==> config.mk <==
export PLATFORM = sky130hd
export DESIGN_NAME = alu_ctrl_sequencer
export DESIGN_NICKNAME = d
export VERILOG_FILES = /design/src/rtl/alu_ctrl_pkg.sv /design/src/rtl/alu_op_decode.sv /design/src/rtl/alu_ctrl_sequencer.sv
export SDC_FILE = /design/constraint.sdc
export NUM_CORES = 1
export LEC_CHECK = 0
export ABC_AREA = 1
export BUFFER_PORTS_ARGS = -buffer_cell sky130_fd_sc_hd__buf_2
export CORE_MARGIN = 2
export CORE_UTILIZATION = 40
export DETAILED_ROUTE_END_ITERATION = 10
export RECOVER_POWER = 100
export REMOVE_ABC_BUFFERS = 1
export SYNTH_ARGS = -nofsm -noshare
export SYNTH_HDL_FRONTEND = slang
export SYNTH_SLANG_ARGS = --single-unit
==> constraint.sdc <==
create_clock -name CLK -period 3.6 [get_ports CLK]
set_input_delay 0.54 -clock CLK [delete_from_list [all_inputs] [get_ports CLK]]
set_output_delay 0.54 -clock CLK [all_outputs]
set_load 0.02 [all_outputs]
==> src/rtl/alu_ctrl_pkg.sv <==
// Shared encodings for the ALU control sequencer: op codes, FSM states, select indices and the
// registered strobe bundle.
package alu_ctrl_pkg;

  localparam logic [2:0] OP_ADC  = 3'b000;
  localparam logic [2:0] OP_SBC  = 3'b001;
  localparam logic [2:0] OP_AND  = 3'b010;
  localparam logic [2:0] OP_EOR  = 3'b011;
  localparam logic [2:0] OP_ORA  = 3'b100;
  localparam logic [2:0] OP_LSR  = 3'b101;
  localparam logic [2:0] OP_ROR  = 3'b110;
  localparam logic [2:0] OP_ADDR = 3'b111;

  localparam logic [2:0] ST_IDLE   = 3'd0;
  localparam logic [2:0] ST_LOAD_A = 3'd1;
  localparam logic [2:0] ST_LOAD_B = 3'd2;
  localparam logic [2:0] ST_EXEC   = 3'd3;
  localparam logic [2:0] ST_HOLD   = 3'd4;
  localparam logic [2:0] ST_WRITE  = 3'd5;

  localparam int unsigned SEL_SUMS = 0;
  localparam int unsigned SEL_ANDS = 1;
  localparam int unsigned SEL_EORS = 2;
  localparam int unsigned SEL_ORS  = 3;
  localparam int unsigned SEL_SRS  = 4;
  localparam int unsigned NUM_SEL  = 5;

  localparam int unsigned LDB_DB     = 0;
  localparam int unsigned LDB_NOT_DB = 1;
  localparam int unsigned LDB_ADL    = 2;
  localparam int unsigned NUM_LDB    = 3;

  typedef struct packed {
    logic sb_to_a;
    logic db_to_b;
    logic not_db_to_b;
    logic adl_to_b;
    logic sums;
    logic ands;
    logic eors;
    logic ors;
    logic srs;
    logic carry_in;
    logic daa;
    logic alu_to_hold;
    logic hold_to_adl;
    logic hold_l_to_sb;
    logic done;
    logic busy;
  } strobe_t;

  function automatic logic is_shift(logic [2:0] op);
    return (op == OP_LSR) || (op == OP_ROR);
  endfunction

endpackage

==> src/rtl/alu_op_decode.sv <==
// Combinational op decode: operand-B source, function select, carry source and write-back target.
module alu_op_decode
  import alu_ctrl_pkg::*;
(
  input  logic [2:0]         op_i,
  output logic [NUM_LDB-1:0] load_b_o,
  output logic [NUM_SEL-1:0] sel_o,
  output logic               carry_from_flag_o,
  output logic               wb_adl_o,
  output logic               skip_b_o,
  output logic               decimal_o
);

  always_comb begin
    load_b_o          = '0;
    sel_o             = '0;
    carry_from_flag_o = 1'b0;
    wb_adl_o          = 1'b0;
    decimal_o         = 1'b0;
    skip_b_o          = is_shift(op_i);
    unique case (op_i)
      OP_ADC: begin
        load_b_o[LDB_DB]  = 1'b1;
        sel_o[SEL_SUMS]   = 1'b1;
        carry_from_flag_o = 1'b1;
        decimal_o         = 1'b1;
      end
      OP_SBC: begin
        load_b_o[LDB_NOT_DB] = 1'b1;
        sel_o[SEL_SUMS]      = 1'b1;
        carry_from_flag_o    = 1'b1;
        decimal_o            = 1'b1;
      end
      OP_AND: begin
        load_b_o[LDB_DB] = 1'b1;
        sel_o[SEL_ANDS]  = 1'b1;
      end
      OP_EOR: begin
        load_b_o[LDB_DB] = 1'b1;
        sel_o[SEL_EORS]  = 1'b1;
      end
      OP_ORA: begin
        load_b_o[LDB_DB] = 1'b1;
        sel_o[SEL_ORS]   = 1'b1;
      end
      OP_LSR: sel_o[SEL_SRS] = 1'b1;
      OP_ROR: begin
        sel_o[SEL_SRS]    = 1'b1;
        carry_from_flag_o = 1'b1;
      end
      OP_ADDR: begin
        // Address add: carry forced low, result goes back on ADL.
        load_b_o[LDB_ADL] = 1'b1;
        sel_o[SEL_SUMS]   = 1'b1;
        wb_adl_o          = 1'b1;
      end
      default: ;
    endcase
  end

endmodule

==> src/rtl/alu_ctrl_sequencer.sv <==
// ALU datapath control sequencer: one ALU operation per accepted request, registered strobes.
// Optional decimal-adjust support is enabled by defining ALU_DECIMAL_EN.
module alu_ctrl_sequencer
  import alu_ctrl_pkg::*;
#(
  parameter int unsigned EXEC_CYCLES = 1
) (
  input  logic       CLK,
  input  logic       RST,
  input  logic       start,
  input  logic [2:0] op,
  input  logic       c_flag,
  input  logic       d_flag,
  input  logic       ACR_OUT,
  input  logic       AVR_OUT,
  input  logic       HC_OUT,
  output logic       busy,
  output logic       done,
  output logic       acr,
  output logic       avr,
  output logic       hc,
  output logic       SB_TO_A,
  output logic       DB_TO_B,
  output logic       NOT_DB_TO_B,
  output logic       ADL_TO_B,
  output logic       sig_SUMS,
  output logic       sig_ANDS,
  output logic       sig_EORS,
  output logic       sig_ORS,
  output logic       sig_SRS,
  output logic       sig_CARRY_IN,
  output logic       sig_DAA,
  output logic       ALU_TO_HOLD,
  output logic       HOLD_TO_ADL,
  output logic       HOLD_L_TO_SB
);

  if (EXEC_CYCLES == 0 || EXEC_CYCLES > 4) begin : g_bad_exec_cycles
    $fatal(1, "alu_ctrl_sequencer: EXEC_CYCLES must be in 1..4");
  end

  localparam logic [1:0] LastCnt = 2'(EXEC_CYCLES - 1);

  logic [2:0] state_q, state_d, op_q, op_d;
  logic [1:0] cnt_q, cnt_d;
  logic       c_q, c_d, d_q, d_d;
  logic       acr_q, acr_d, avr_q, avr_d, hc_q, hc_d;
  strobe_t    strb_q, strb_d;

  logic [NUM_LDB-1:0] load_b;
  logic [NUM_SEL-1:0] sel;
  logic               carry_from_flag, wb_adl, skip_b, decimal, fn_active;

  // Decoded from next-state op so the strobes can be registered alongside the state.
  alu_op_decode u_decode (
    .op_i              (op_d),
    .load_b_o          (load_b),
    .sel_o             (sel),
    .carry_from_flag_o (carry_from_flag),
    .wb_adl_o          (wb_adl),
    .skip_b_o          (skip_b),
    .decimal_o         (decimal)
  );

  always_comb begin
    state_d = state_q;
    op_d    = op_q;
    cnt_d   = cnt_q;
    c_d     = c_q;
    d_d     = d_q;
    acr_d   = acr_q;
    avr_d   = avr_q;
    hc_d    = hc_q;
    case (state_q)
      ST_IDLE: begin
        if (start) begin
          state_d = ST_LOAD_A;
          op_d    = op;
          c_d     = c_flag;
          d_d     = d_flag;
        end
      end
      ST_LOAD_A: begin
        state_d = is_shift(op_q) ? ST_EXEC : ST_LOAD_B;
        cnt_d   = '0;
      end
      ST_LOAD_B: begin
        state_d = ST_EXEC;
        cnt_d   = '0;
      end
      ST_EXEC: begin
        if (cnt_q == LastCnt) begin
          state_d = ST_HOLD;
          acr_d   = ACR_OUT;
          avr_d   = AVR_OUT;
`ifdef ALU_DECIMAL_EN
          hc_d    = HC_OUT;
`endif
        end else begin
          cnt_d = cnt_q + 2'd1;
        end
      end
      ST_HOLD:  state_d = ST_WRITE;
      ST_WRITE: state_d = ST_IDLE;
      default:  state_d = ST_IDLE;
    endcase
  end

  assign fn_active = (state_d == ST_EXEC) || (state_d == ST_HOLD);

  always_comb begin
    strb_d              = '0;
    strb_d.sb_to_a      = (state_d == ST_LOAD_A);
    if (state_d == ST_LOAD_B) begin
      strb_d.db_to_b     = load_b[LDB_DB];
      strb_d.not_db_to_b = load_b[LDB_NOT_DB];
      strb_d.adl_to_b    = load_b[LDB_ADL];
    end
    if (fn_active) begin
      strb_d.sums     = sel[SEL_SUMS];
      strb_d.ands     = sel[SEL_ANDS];
      strb_d.eors     = sel[SEL_EORS];
      strb_d.ors      = sel[SEL_ORS];
      strb_d.srs      = sel[SEL_SRS];
      strb_d.carry_in = carry_from_flag & c_d;
`ifdef ALU_DECIMAL_EN
      strb_d.daa      = decimal & d_d;
`endif
    end
    strb_d.alu_to_hold  = (state_d == ST_HOLD);
    if (state_d == ST_WRITE) begin
      strb_d.hold_to_adl  = wb_adl;
      strb_d.hold_l_to_sb = ~wb_adl;
      strb_d.done         = 1'b1;
    end
    strb_d.busy         = (state_d != ST_IDLE);
  end

`ifndef ALU_DECIMAL_EN
  logic unused_dec;
  assign unused_dec = decimal ^ d_q ^ HC_OUT;
`endif

  always_ff @(posedge CLK) begin
    if (RST) begin
      state_q <= ST_IDLE;
      op_q    <= '0;
      cnt_q   <= '0;
      c_q     <= 1'b0;
      d_q     <= 1'b0;
      acr_q   <= 1'b0;
      avr_q   <= 1'b0;
      hc_q    <= 1'b0;
      strb_q  <= '0;
    end else begin
      state_q <= state_d;
      op_q    <= op_d;
      cnt_q   <= cnt_d;
      c_q     <= c_d;
      d_q     <= d_d;
      acr_q   <= acr_d;
      avr_q   <= avr_d;
      hc_q    <= hc_d;
      strb_q  <= strb_d;
    end
  end

  assign busy         = strb_q.busy;
  assign done         = strb_q.done;
  assign acr          = acr_q;
  assign avr          = avr_q;
  assign hc           = hc_q;
  assign SB_TO_A      = strb_q.sb_to_a;
  assign DB_TO_B      = strb_q.db_to_b;
  assign NOT_DB_TO_B  = strb_q.not_db_to_b;
  assign ADL_TO_B     = strb_q.adl_to_b;
  assign sig_SUMS     = strb_q.sums;
  assign sig_ANDS     = strb_q.ands;
  assign sig_EORS     = strb_q.eors;
  assign sig_ORS      = strb_q.ors;
  assign sig_SRS      = strb_q.srs;
  assign sig_CARRY_IN = strb_q.carry_in;
  assign sig_DAA      = strb_q.daa;
  assign ALU_TO_HOLD  = strb_q.alu_to_hold;
  assign HOLD_TO_ADL  = strb_q.hold_to_adl;
  assign HOLD_L_TO_SB = strb_q.hold_l_to_sb;

endmodule

; Yosys cells after proc, flatten, opt, wreduce, memory -nomap -nowiden
; Index checks and enable logic that the tools add are counted.
[word_totals]
ff_bits = 27
output_inout_bits = 19
[op_classes]
addsub = 1
n_eq_ne = 19
muxes = 20
bitwise_logic = 5
reduce_logical = 17
[ops]
columns = operator, n
row1 = "== test 3 bit, second input constant", 9
row2 = "== test 3 x 2 -> 1 bit, second input constant", 6
row3 = case mux 3 bit (5 select lines), 1
row4 = 2-to-1 mux 1 bit, 13
row5 = 2-to-1 mux 3 bit, 4
row6 = OR reduction 2 bit, 5
row7 = "== test 3 x 1 -> 1 bit, second input constant", 3
row8 = zero test 3 bit, 2
row9 = OR reduction 3 bit, 2
row10 = NOT 1 bit, 4
row11 = case mux 2 bit (2 select lines), 1
row12 = AND reduction 2 bit, 2
row13 = OR reduction 4 bit, 1
row14 = nonzero test 3 bit, 1
row15 = "adder 2 x 1 -> 2 bit, second input constant", 1
row16 = zero test 2 bit, 1
row17 = logical OR 1 bit, 2
row18 = 2-to-1 mux 2 bit, 1
row19 = "inequality test 2 bit, second input constant", 1
row20 = nonzero test 2 bit, 1
row21 = AND 1 bit, 1

; Longest topological paths before layout
; Gate-level depths: netlist of run 1.
[depth]
depth_word = 8
mapped_depth = 11
depth_no_buf = 11

; By module
; Synthesis of run 1 repeated with hierarchy kept, for this count alone.
[hier_totals]
hier_cells = 140
area_unflattened_um2 = 1078.5
[modules_own_cells]
columns = mod, n_inst, cells_per_inst, area_each_um2
row1 = alu_ctrl_sequencer, 1, 116, 979.7
row2 = alu_op_decode, 1, 24, 98.8

; Worst setup path before layout of run 1
; Ideal clock, no wire load.
[synth_path]
path_type = input -> register
from = input start
to = register strb_q (netlist bit sig_SUMS)
setup_ns = 0.113
arrival_ns = 1.267
required_time_ns = 3.487
setup_slack_ns = 2.220
stages = 8
path_buffers = 1
path_cell_list = nand3_2 > buf_6 > o21ai_4 > nor2_4 > nand2_2 > nand2_1 > inv_2 > nor2_2
[synth_via]
elab_chain_len = 6
[synth_rtl]
columns = element, line
row1 = from (decl), alu_ctrl_sequencer.sv:10  ; input logic start,
row2 = 2-to-1 mux 3 bit, alu_ctrl_sequencer.sv:76  ; if (start) begin
row3 = case mux 3 bit (5 select lines), alu_ctrl_sequencer.sv:74  ; case (state_q)
row4 = == test 3 x 2 -> 1 bit or == test 3 bit (tied branches), alu_ctrl_sequencer.sv:109  ; assign fn_active = (state_d == ST_EXEC) || (state_d == ST_HOLD);
row5 = logical OR 1 bit, alu_ctrl_sequencer.sv:109
row6 = NOT 1 bit (no source line), --
row7 = OR reduction 2 bit (no source line), --
row8 = to (signal assigned), alu_ctrl_sequencer.sv:164  ; strb_q <= strb_d;
row9 = to (decl), alu_ctrl_sequencer.sv:48  ; strobe_t strb_q, strb_d;
; Parallel ways exist; a longest one is shown, timed or not.
; A chain may end at the register's enable or synchronous reset.

; Final worst setup path of run 1
[layout_path]
from = register state_q[1]
to = register strb_q (netlist bit sig_SUMS)
[layout_via]
elab_chain_len = 6
[layout_rtl]
columns = element, line
row1 = from (decl), alu_ctrl_sequencer.sv:44  ; logic [2:0] state_q, state_d, op_q, op_d;
row2 = from (signal assigned), alu_ctrl_sequencer.sv:156  ; state_q <= state_d;
row3 = == test 3 bit (tied with other cells), alu_ctrl_sequencer.sv:74
row4 = case mux 3 bit (5 select lines), alu_ctrl_sequencer.sv:74
row5 = == test 3 x 2 -> 1 bit or == test 3 bit (tied branches), alu_ctrl_sequencer.sv:109
row6 = logical OR 1 bit, alu_ctrl_sequencer.sv:109
row7 = NOT 1 bit (no source line), --
row8 = OR reduction 2 bit (no source line), --
; Parallel ways exist; a longest one is shown, timed or not.

==> results of run 1 <==
==> per-stage QoR <==
step           instances  total power [mW]  utilization, %  setup WS (ps)  instance area (um^2)
2_1_floorplan        130             0.456               -           2110                  1030
3_3_place_gp         185             0.493            48.0           1880                  1190
3_5_place_dp         185             0.496            48.0           1870                  1190
4_1_cts              189             0.642            49.5           1940                  1230
5_1_grt              189             0.654            47.0            974                  1160
6_report             189             0.613            47.0           1280                  1160
==> sequential cells by signal, summed over array words and instances (netlist names) <==
| name | count |
|---|---|
| avr | 1 |
| sig_SRS | 1 |
| sig_CARRY_IN | 1 |
| state_q | 3 |
| busy | 1 |
| NOT_DB_TO_B | 1 |
| acr | 1 |
| SB_TO_A | 1 |
| cnt_q | 2 |
| sig_ORS | 1 |
| sig_EORS | 1 |
| ADL_TO_B | 1 |
| sig_SUMS | 1 |
| done | 1 |
| op_q | 3 |
| c_q | 1 |
| sig_ANDS | 1 |
| DB_TO_B | 1 |
| ALU_TO_HOLD | 1 |
| HOLD_L_TO_SB | 1 |
| HOLD_TO_ADL | 1 |
==> logic make-up (layout without fill, tap and decap cells) <==
kind of cell	after synthesis	count (layout)	synth area share, %
simple gates	69	69	30.6
flops	26	26	49.4
buf+inv	23	48	9.62
compound gates	13	13	8.79
fa+ha+maj	1	1	1.19
other cells	1	2	0.356
==> path summary, 6_finish.rpt <==
check,from,endpoint
max,state_q[1]$_SDFF_PP0_,sig_SUMS$_SDFF_PP0_
min,AVR_OUT,avr$_SDFFE_PP0P_
max reg2reg,state_q[1]$_SDFF_PP0_,sig_SUMS$_SDFF_PP0_
min reg2reg,cnt_q[0]$_SDFFE_PP0P_,cnt_q[0]$_SDFFE_PP0P_
==> routing by layer <==
metal / routed length [um] / part of all wire [%]
met4: 10 / 0.53
met3: 93 / 4.9
met5: 0 / 0
met1: 841 / 44
met2: 958 / 50
==> layout make-up <==
type / instances / area, um^2
tap: 30 / 37.5
timing repair buffer: 25 / 104
multi-input combinational: 85 / 394
sequential: 26 / 520
clock buffer: 4 / 36.3
inverter: 19 / 71.3
fill: 276 / 1310
==> tightest hold or removal path: cells and delay by family <==
kind / cells / cell delay (ps)
compound gates: 1 / 70
buf+inv: 1 / 80
simple gates: 1 / 70
==> cells in the mapped netlist, drive strengths merged <==
library cell	instances	area (um^2)
nor3	2	15.0
nand3	10	60.1
clkbuf	1	3.75
nand2	28	113
o21ai	9	71.3
ha	1	12.5
a21oi	3	15.0
buf	3	26.3
dfxtp	26	521
nand3b	1	7.51
inv	19	71.3
nor2	26	115
a31oi	1	6.26
conb	1	3.75
nand4	2	12.5
==> power by group <==
part | switching [mW] | leakage [nW] | total, mW | internal, mW
logic | 0.106 | 0.298 | 0.148 | 0.0424
registers | 0.0114 | 0.212 | 0.320 | 0.309
clock network | 0.0824 | 0.0210 | 0.144 | 0.0619
==> impl.org, run 1 <==
** Logic synthesis
- Synth warnings :: 0
- Synthesis instantiated 25 different standard cells from the library.
- Post-synthesis instance area :: roughly 0.0011 mm^2
- Post-synthesis sequential area ratio :: slightly below 50%
- Post-synthesis average cell area :: around 7.9 um^2
- Number of flip-flops and latches in the synthesized netlist :: 26
- Synthesis handed over a netlist of approximately 130 instances.

** Floorplanning
- The die covers about 0.0031 mm^2.
- Initial core utilization :: between 40% and 50%
- In this run the core area contains 18 standard-cell rows.
- Vertical extent of the die :: between 50 and 60 um
- Placeable Area :: around 0.0025 mm^2
- Die Wd :: approximately 55 um
- 30 I/O pins were placed.

** Clock tree
- CTS saw 26 sinks.
- Buffer cell driving the clock tree root :: clkbuf_4
- At the later pin of the worst-skew pair, clock insertion delay measures about 320 ps.
- The number of clock buffers added by TritonCTS is 3.
- Buffers added to address setup during post-CTS repair amount to 0.
- Clock-pin slew was measured on the worst setup and hold paths at ~140 ps.
- TritonCTS built the clock tree.
- After clock tree synthesis, the repair step resized 0 gates.
- Hold_buf cts :: 0
- CTS built an H-tree with a depth of 1.
- The longest clock path from root to sink contains 2 buffers.

** Worst setup path
- The slowest stage of the critical path is the o21ai_0 cell.
- Crit-path leading delay family :: simple AND/OR/NAND/NOR gates
- Walking the worst path, the cells encountered are nor2_1, nand3_1, o21ai_0, nor2_4, nand2_1, nand2_1, clkinv_1, nor2_2.
- The critical path is of the reg2reg type.
- The number of cells on the worst reg-to-reg path is 8.
- Kind of end point of the critical path :: flop
- Worst Path Buf+Inv :: 1
- Data on the critical path arrives at its endpoint at about 2500 ps.
- Setup slack on the worst reg-to-reg path comes out at 1280 ps.
- STA puts the critical path data required time at between 3000 and 4000 ps.
- Setup crit start kind :: flop
- In this run the number of cells on the critical path is 8.
- Of all nets on the critical path, the largest fanout is 12.
- On the worst path, the slowest cell contributes a delay of approximately 890 ps.
- Counting stages on the worst path, the most repeated cell is nand2_1.

** Detailed routing
- After detailed routing, the total wire length is 1900 um.
- Routed len/inst :: 10.1 um
- First-pass detailed-route iteration total :: 4
- The first routing iteration left 22 violations.
- Dividing the detail-routed via count by the number of cells gives 4.54.
- Antenna Violating Nets Remaining :: 0
- After detailed routing, the number of remaining DRC violations is 0.
- Across all layers, the routed design uses 858 vias.

** Placement
- Half-perimeter wire length after placement :: 1440 um
- GP Congestion :: approximately 0.77
- The count of buffers added on input and output ports is 25.

** STA
- Setup repair after global routing left no endpoint under its margin.
- The count of endpoints failing hold in the final timing report came to 0.
- Summed over all failing endpoints, the final setup total negative slack is 0 ps.
- Clock skew on the completed layout was measured at approximately 8.4 ps.
- Highest clock rate :: 432 MHz
- The final critical path takes up between 60% and 70% of the cycle.
- In this run the tightest slew margin relative to its limit is roughly a third.
- On the final layout, the worst hold slack is ~460 ps.
- Count of pins over their slew limit :: 0
- At the pin with the least slew margin, the transition time is between 900 and 1000 ps.
- Setup violations remaining at the end of the flow were counted as 0.
- Final critical-path required period :: between 2000 and 2500 ps

** Global routing
- Total track usage :: a little over an eighth
- After global routing, the most crowded layer is met2.
- The number of antenna violations at the first check in global routing came to 0.
- Largest net degree at the start of global routing :: 15
- Global routing consumed, on the met3 layer, around 4.7% of the routing resources.
- The total overflow left after global routing is 0.
- The via count of the first global-routing pass was between 700 and 800.
- Global routing used roughly 16% of the available met1 tracks.
- Wire length of the first global-routing pass :: between 3000 and 4000 um
- Global Route met2 Usage :: between 20% and 30%

** Min path
- Cell count of the worst hold path :: 3
- Worst hold-check path type :: in2reg

** Layout
- The number of antenna diodes in the final layout is 0.
- The library cells used most frequently in the layout, excluding fill and tap cells, are 26 x dfxtp_1, 26 x nand2_1, 24 x nor2_1.
- Compared with the post-synthesis result, the final layout area differs by 10.5%.
- The net count of the finished layout is roughly 170.
- Cells with a size suffix above 1 make up a little under an eighth of the layout.

** Outcome
- Outcome :: completed

** Power
- Maximum resistive drop on vdd :: approximately 0.4 mV
- Reported leakage power :: 0.530 nW
- For this design the ratio of total power to cell area is between 500 and 600 mW/mm^2.

** Run
- The tool flagged a number of max-cap violations equal to 0.
(Power assumes the default switching activity.)
==> inputs of run 2 (changes only) <==
==> constraint.sdc (replaced) <==
create_clock -name CLK -period 2.32 [get_ports CLK]
set_input_delay 0.348 -clock CLK [delete_from_list [all_inputs] [get_ports CLK]]
set_output_delay 0.348 -clock CLK [all_outputs]
set_load 0.02 [all_outputs]
==> impl.org, run 2 (synthesis results as in run 1) <==
** STA
- Total Neg Setup Slack :: 0 ps (unchanged)
- Final critical-path required period :: 1770 ps (was 2320 ps)
- The count of endpoints failing hold in the final timing report came to 0 (unchanged).
- The portion of the clock cycle consumed by the worst path in the final layout was 76.3% (was 64.4%).
- Highest clock rate :: 565 MHz (was 432 MHz)
- RSZ-0062 raised after global routing: no (unchanged).
- Max_slew headroom :: 65.9% (was 35.2%)
- The clock tree skew after final layout came to 6.33 ps (was 8.38 ps).
- Final number of setup-violating endpoints :: 0 (unchanged)
- The pin slew with the least headroom to its limit came to 506 ps (was 962 ps).
- Count of pins over their slew limit :: 0 (unchanged)
- The worst hold margin is 298 ps (was 462 ps).
- The post-route worst setup slack was 550 ps (was 1280 ps).

** Layout
- Final-stage net count :: 172 (unchanged)
- Area used by multi-input combinational logic :: 418 um^2 (was 394 um^2)
- The area taken by flip-flops and latches came to 520 um^2 (unchanged).
- Syn-to-layout area delta :: 11.4% (was 10.5%)
- Commonest cells after routing, fill and taps aside: 26 x dfxtp_1, 26 x nand2_1, 25 x nor2_1 (was 26 x dfxtp_1, 26 x nand2_1, 24 x nor2_1).
- Fraction of final layout cells with drive strength greater than 1 :: 13.3% (was 11.9%)
- Antenna fix cells :: 0 (unchanged)
- Largest registers: op_q x3, state_q x3, cnt_q x2 (unchanged).
- Core Util, Final :: 47.4% (was 47.0%)
- The final cell area excluding filler cells is 0.00117 mm^2 (was 0.00116 mm^2).
- Post-Layout Cell Count :: 188 (was 189)
- Layout fillers :: 280 (was 276)

** Power
- The internal power consumption is 613 uW (was 413 uW).
- Reported leakage power :: 0.532 nW (was 0.530 nW)
- The reported net switching power was 314 uW (was 200 uW).
- The final total power was 927 uW (was 613 uW).
- The worst voltage drop across the vdd grid was 0.546 mV (was 0.399 mV).
- The power density normalized to cell area is 790 mW/mm^2 (was 527 mW/mm^2).
- Proportion of power drawn by the clock network :: 19.3% (was 23.5%)
- Relative contribution of combinational cells to total power :: 27.0% (was 24.2%)
- The part of the total power dissipated in sequential elements is 53.7% (was 52.3%).
- Switching portion of total power :: 33.8% (was 32.6%)

** Worst setup path
- The type of the setup path with the least slack was reg2reg (unchanged).
- The worst-path maximum fanout came to 12 (unchanged).
- Kind of end point of the critical path :: flop (unchanged)
- The critical path arrival came to 2020 ps (was 2540 ps).
- Setup crit start kind :: flop (unchanged)
- Critical R2R Launch :: state_q[1]$_SDFF_PP0_ (unchanged)
- The worst endpoint required time came to 2570 ps (was 3830 ps).
- The launching instance or port of the critical path is state_q[1]$_SDFF_PP0_ (unchanged).
- The count of cells along the worst register-to-register path is 9 (was 8).

** Clock tree
- The total number of H-tree levels came to 1 (unchanged).
- The clock root buffer master is clkbuf_4 (unchanged).
- The number of hold-repair buffers added at the cts stage is 0 (unchanged).
- Post-cts repair resize count :: 0 (unchanged)
- TritonCTS clock tree :: built (unchanged)
- The number of buffers inserted to repair setup after CTS is 0 (unchanged).
- The later-pin clock latency in the skew report is 300 ps (was 320 ps).
- Worst-path clk slew :: 130 ps (was 140 ps)
- The number of clock sinks is 26 (unchanged).
- Longest Clk Path Bufs :: 2 (unchanged)
- Clock buffer count from CTS :: 3 (unchanged)

** Detailed routing
- The number of violations reported at the end of detailed-routing iteration 0 was 23 (was 22).
- Via total after detailed routing :: 878 (was 858)
- DRC violations left :: 0 (unchanged)
- Routed len/inst :: 10.4 um (was 10.1 um)
- The routed wire length is 1960 um (was 1900 um).
- The length of the first detailed-routing pass in iterations was 4 (unchanged).
- The antenna violation net count after detailed routing is 0 (unchanged).
- Routed via count divided by cell count :: 4.67 (was 4.54)

** Placement
- Half-perimeter wire length after placement :: 1460 um (was 1440 um)
- The number of cells after detailed placement came to 185 (unchanged).
- Post-place setup slack :: 693 ps (was 1870 ps)
- The quantity of I/O buffers inserted on ports is 25 (unchanged).
- The placed cell area is 0.00119 mm^2 (unchanged).
- GP Congestion :: 0.777 (was 0.774)

** Global routing
- The remaining global-route overflow came to 0 (unchanged).
- Wire length of the first global-routing pass :: 3280 um (was 3310 um)
- The pin count of the biggest net entering global routing was 14 (was 15).
- The overall routing resource usage is 13.3% (about the same).
- The via count of the first global-routing pass was 780 (was 791).
- Antenna violations before repair :: 0 (unchanged)

** Floorplanning
- The placement row count is 18 (unchanged).
- Die Wd :: 55.3 um (unchanged)
- The overall die area came to 0.00306 mm^2 (unchanged).
- The height of the chip came to 55.3 um (unchanged).
- Placeable Area :: 0.00248 mm^2 (unchanged)
- Top-Level Pins :: 30 (unchanged)
- The initial core utilization is 42.5% (unchanged).

** Min path
- Cell count of the worst hold path :: 3 (unchanged)
- The start point of the worst min-delay path is AVR_OUT (unchanged).
- The worst hold-check path type was in2reg (unchanged).

** Outcome
- Outcome: completed (unchanged).

** Run
- Maximum Capacitance Violations :: 0 (unchanged)
## run 2: changes by cell type in the layout (fill, tap and decap cells not counted), sizes merged
cell    delta
clkbuf     -1
clkinv     -1
inv        +1
## run 2: path summary, 6_finish.rpt
kind         slack, ps                     to
min                300       avr$_SDFFE_PP0P_
min reg2reg        480  cnt_q[1]$_SDFFE_PP0P_
max reg2reg        550    sig_SUMS$_SDFF_PP0_
max                550    sig_SUMS$_SDFF_PP0_
## run 2: layout make-up
| class | count | share of cell area [%] |
|---|---|---|
| Clock buffer | 3 | 1.92 |
| Inverter | 19 | 6.08 |
| Multi-Input combinational cell | 85 | 35.6 |
| Sequential cell | 26 | 44.3 |
| Tap cell | 30 | 3.20 |
| Timing Repair Buffer | 25 | 8.85 |
## run 2: critical path, cell delays in order, from the launching register on
cell	delay (ps)
dfxtp_1	390
nor2_1	210
nand3_2	310
nand2_1	210
o21ai_4	120
nor2_4	140
nand2_1	120
nand2_1	100
inv_2	30
nor2_1	90
## run 2: metal layers
| layer | part of all wire (%) | routed length (um) | track usage, % | vias up |
|---|---|---|---|---|
| met5 | 0 | 0 | 0 | - |
| met2 | 50 | 972 | 23.1 | 13 |
| met4 | 0.77 | 15 | 5.23 | 0 |
| met3 | 3.9 | 77 | 2.58 | 2 |
| li1 | - | - | - | 460 |
| met1 | 45 | 889 | 16.0 | 403 |
## run 2: power groups by stage
| stage | Clock, mW | Sequential [mW] | Combinational [mW] |
|---|---|---|---|
| 2_1_floorplan | 0 | 0.528 | 0.180 |
| 3_3_place_gp | 0 | 0.508 | 0.257 |
| 3_5_place_dp | 0 | 0.510 | 0.261 |
| 4_1_cts | 0.186 | 0.501 | 0.264 |
| 5_1_grt | 0.205 | 0.503 | 0.285 |
| 6_report | 0.179 | 0.498 | 0.250 |
==> inputs of run 3 (changes only) <==
--- a/config.mk
+++ b/config.mk
@@ -10,6 +10,7 @@
 export CORE_MARGIN = 2
 export CORE_UTILIZATION = 40
 export DETAILED_ROUTE_END_ITERATION = 10
+export PLACE_DENSITY = 0.67
 export RECOVER_POWER = 100
 export REMOVE_ABC_BUFFERS = 1
 export SYNTH_ARGS = -nofsm -noshare
==> constraint.sdc (replaced) <==
create_clock -name CLK -period 1.5 [get_ports CLK]
set_input_delay 0.225 -clock CLK [delete_from_list [all_inputs] [get_ports CLK]]
set_output_delay 0.225 -clock CLK [all_outputs]
set_load 0.02 [all_outputs]
==> impl.org, run 3 (synthesis results as in run 1) <==
** Global routing
- The remaining global-route overflow was 0 (unchanged).
- The global-route wire length before repair was 3690 um (was 3280 um).
- Number of global-route vias before repair :: 857 (was 780)
- Largest net degree at the start of global routing :: 16 (was 14)
- The number of antenna violations at the first check in global routing came to 0 (unchanged).
- The overall routing resource usage came to 14.7% (was 13.3%).

** Power
- Power per standard cell area :: 1260 mW/mm^2 (was 790 mW/mm^2)
- Reported leakage power :: 0.664 nW (was 0.532 nW)
- The worst voltage drop across the vdd grid was 0.708 mV (was 0.546 mV).

** Clock tree
- Hold_buf cts :: 0 (unchanged)
- TritonCTS clock tree :: built (unchanged)
- The later-pin clock latency in the skew report was 320 ps (was 300 ps).
- The clock root buffer master is clkbuf_4 (unchanged).
- Clock buffer count from CTS :: 3 (unchanged)
- Worst-path clk slew :: 140 ps (was 130 ps)
- The total number of H-tree levels was 1 (unchanged).
- The number of clock sinks was 26 (unchanged).
- Longest Clk Path Bufs :: 2 (unchanged)

** Floorplanning
- Number of cell rows :: 18 (unchanged)
- The overall die area came to 0.00306 mm^2 (unchanged).
- Vertical extent of the die :: 55.3 um (unchanged)
- The horizontal die dimension is 55.3 um (unchanged).
- The area of the core region came to 0.00248 mm^2 (unchanged).
- Top-Level Pins :: 30 (unchanged)
- Initial core utilization :: 42.5% (unchanged)

** Worst setup path
- Highest fanout seen on the critical path :: 6 (was 12)
- The critical path launch point type is a flop (unchanged).
- Worst reg-to-reg path cell count :: 10 (was 9)
- The register-to-register setup slack came to 70 ps (was 550 ps).
- Chain of cells forming the critical path :: inv_2, buf_4, nand2_2, nor2_1, nand2_1, nand3_2, nand2_2, nand2_2, nand3_4, nor2_2 (was nor2_1, nand3_2, nand2_1, o21ai_4, nor2_4, nand2_1, nand2_1, inv_2, nor2_1)
- The end point of the critical path was sig_ANDS$_SDFF_PP0_ (was sig_SUMS$_SDFF_PP0_).
- The worst endpoint required time is 1770 ps (was 2570 ps).
- Crit path DAT :: 1700 ps (was 2020 ps)
- Cell mode on critical path :: nand2_2 (was nand2_1)
- Critical R2R Capture :: sig_ANDS$_SDFF_PP0_ (was sig_SUMS$_SDFF_PP0_)
- The kind of end point of the critical path is a flop (unchanged).
- Maximum cell stage delay along the critical path :: 360 ps (was 390 ps)
- Slowest stage cell, crit path :: dfxtp_2 (was dfxtp_1)
- CP startpoint :: state_q[2]$_SDFF_PP0_ (was state_q[1]$_SDFF_PP0_)
- The type of the setup path with the least slack is reg2reg (unchanged).
- Critical R2R Launch :: state_q[2]$_SDFF_PP0_ (was state_q[1]$_SDFF_PP0_)

** Layout
- Non-Filler Cell Area, Final :: 0.00146 mm^2 (was 0.00117 mm^2)
- Area used by multi-input combinational logic :: 544 um^2 (was 418 um^2)
- Core Util, Final :: 58.7% (was 47.4%)
- Sequential cell area in the final layout :: 526 um^2 (was 520 um^2)
- Syn-to-layout area delta :: 38.1% (was 11.4%)
- Fraction of final layout cells with drive strength greater than 1 :: 40.6% (was 13.3%)
- The number of nets in the finished design was 188 (was 172).
- Antenna fix cells :: 0 (unchanged)
- Largest registers :: op_q x3, state_q x3, cnt_q x2 (unchanged)
- Commonest cells after routing, fill and taps aside :: 22 x dfxtp_1, 18 x nand2_1, 17 x nor2_1 (was 26 x dfxtp_1, 26 x nand2_1, 25 x nor2_1)
- The number of fill cells is 231 (was 280).
- Leaving out fill and tap cells, the most frequent cell in the layout is dfxtp_1.

** STA
- Final critical-path required period :: 1430 ps (was 1770 ps)
- The portion of the clock cycle consumed by the worst path in the final layout is 95.3% (was 76.3%).
- The maximum frequency from static timing analysis is 699 MHz (was 565 MHz).
- Final number of setup-violating endpoints :: 0 (unchanged)
- The clock tree skew after final layout was 2.38 ps (was 6.33 ps).
- The post-route worst setup slack came to 70.0 ps (was 550 ps).
- The worst hold margin came to 139 ps (was 298 ps).
- The total count of max-transition violations in the final report was 0 (unchanged).
- RSZ-0062 raised after global routing: yes (was no).
- The count of endpoints failing hold in the final timing report came to 0 (unchanged).
- Total Neg Setup Slack :: 0 ps (unchanged)

** Detailed routing
- The post-detailed-route wirelength per cell is 11.9 um (was 10.4 um).
- The routed wire length came to 2450 um (was 1960 um).
- DRC violations left :: 0 (unchanged)
- Routed via count divided by cell count :: 4.80 (was 4.67)
- First-pass detailed-route iteration total :: 4 (unchanged)
- Via total after detailed routing :: 985 (was 878)
- The antenna violation net count after detailed routing is 0 (unchanged).
- Drt initial violations :: 28 (was 23)

** Placement
- The placed cell area came to 0.00125 mm^2 (was 0.00119 mm^2).
- The post-place setup slack was -43.8 ps (was 693 ps).
- The global placer's final weighted congestion is 0.840 (was 0.777).
- The placed wire-length estimate was 1640 um (was 1460 um).
- Port Buf Inserts :: 25 (unchanged)

** Run
- Maximum Capacitance Violations :: 0 (unchanged)

** Min path
- The worst hold-check path type is in2reg (unchanged).
- Cell count of the worst hold path :: 3 (unchanged)

** Outcome
- Outcome :: completed (unchanged)
[run 3: metal layers]
layer / GRT usage (%) / vias up / part of all wire, %
met4: 6.27 / 0 / 2.4
met5: 0 / - / 0
met1: 16.4 / 460 / 43
li1: - / 494 / -
met3: 2.81 / 7 / 4.0
met2: 26.9 / 24 / 50
[run 3: area by class of cell]
type | instances | area share, %
repair buffers | 40 | 15.4
clock buffers | 3 | 1.55
flip-flops and latches | 26 | 36.1
clock inverters | 1 | 2.06
multi-input cells | 86 | 37.4
inverters | 19 | 4.90
well taps | 30 | 2.58
[run 3: stage by stage]
stage / power (mW) / instances
4_1_cts: 1.73 / 198
2_1_floorplan: 1.09 / 130
6_report: 1.84 / 205
5_1_grt: 1.94 / 205
3_5_place_dp: 1.23 / 193
3_3_place_gp: 1.21 / 193
[run 3: report_power, final]
| group | switching [mW] | total (mW) | internal [mW] | leakage (nW) |
|---|---|---|---|---|
| clock | 0.211 | 0.481 | 0.270 | 0.0279 |
| sequential | 0.0250 | 0.768 | 0.742 | 0.213 |
| combinational | 0.369 | 0.588 | 0.218 | 0.422 |
[run 3: repair_timing]
| action | CTS | global route |
|---|---|---|
| endpoints found under the setup margin | 9 | 13 |
| cloned | 0 | 1 |
| endpoints found under the hold margin | 0 | 0 |
| gates resized for setup | 6 | 27 |
| buffers inserted | 1 | 6 |
| pin swaps | 1 | 10 |
[run 3: how the worst min path moves through the flow]
stage | startpoint | endpoint | slack [ps]
finish | ACR_OUT | acr$_SDFFE_PP0P_ | 140
global route | ACR_OUT | acr$_SDFFE_PP0P_ | 170
CTS | ACR_OUT | acr$_SDFFE_PP0P_ | 150
detailed placement | cnt_q[0]$_SDFFE_PP0P_ | cnt_q[0]$_SDFFE_PP0P_ | 450
global placement | cnt_q[0]$_SDFFE_PP0P_ | cnt_q[0]$_SDFFE_PP0P_ | 440
floorplan | RST | cnt_q[1]$_SDFFE_PP0P_ | 290
[run 3: critical path: cells and delay by family, from the launching register on]
| kind | cells | cell delay [ps] |
|---|---|---|
| and+or+nand+nor | 8 | 760 |
| DFF | 1 | 360 |
| buffers and inverters | 2 | 250 |
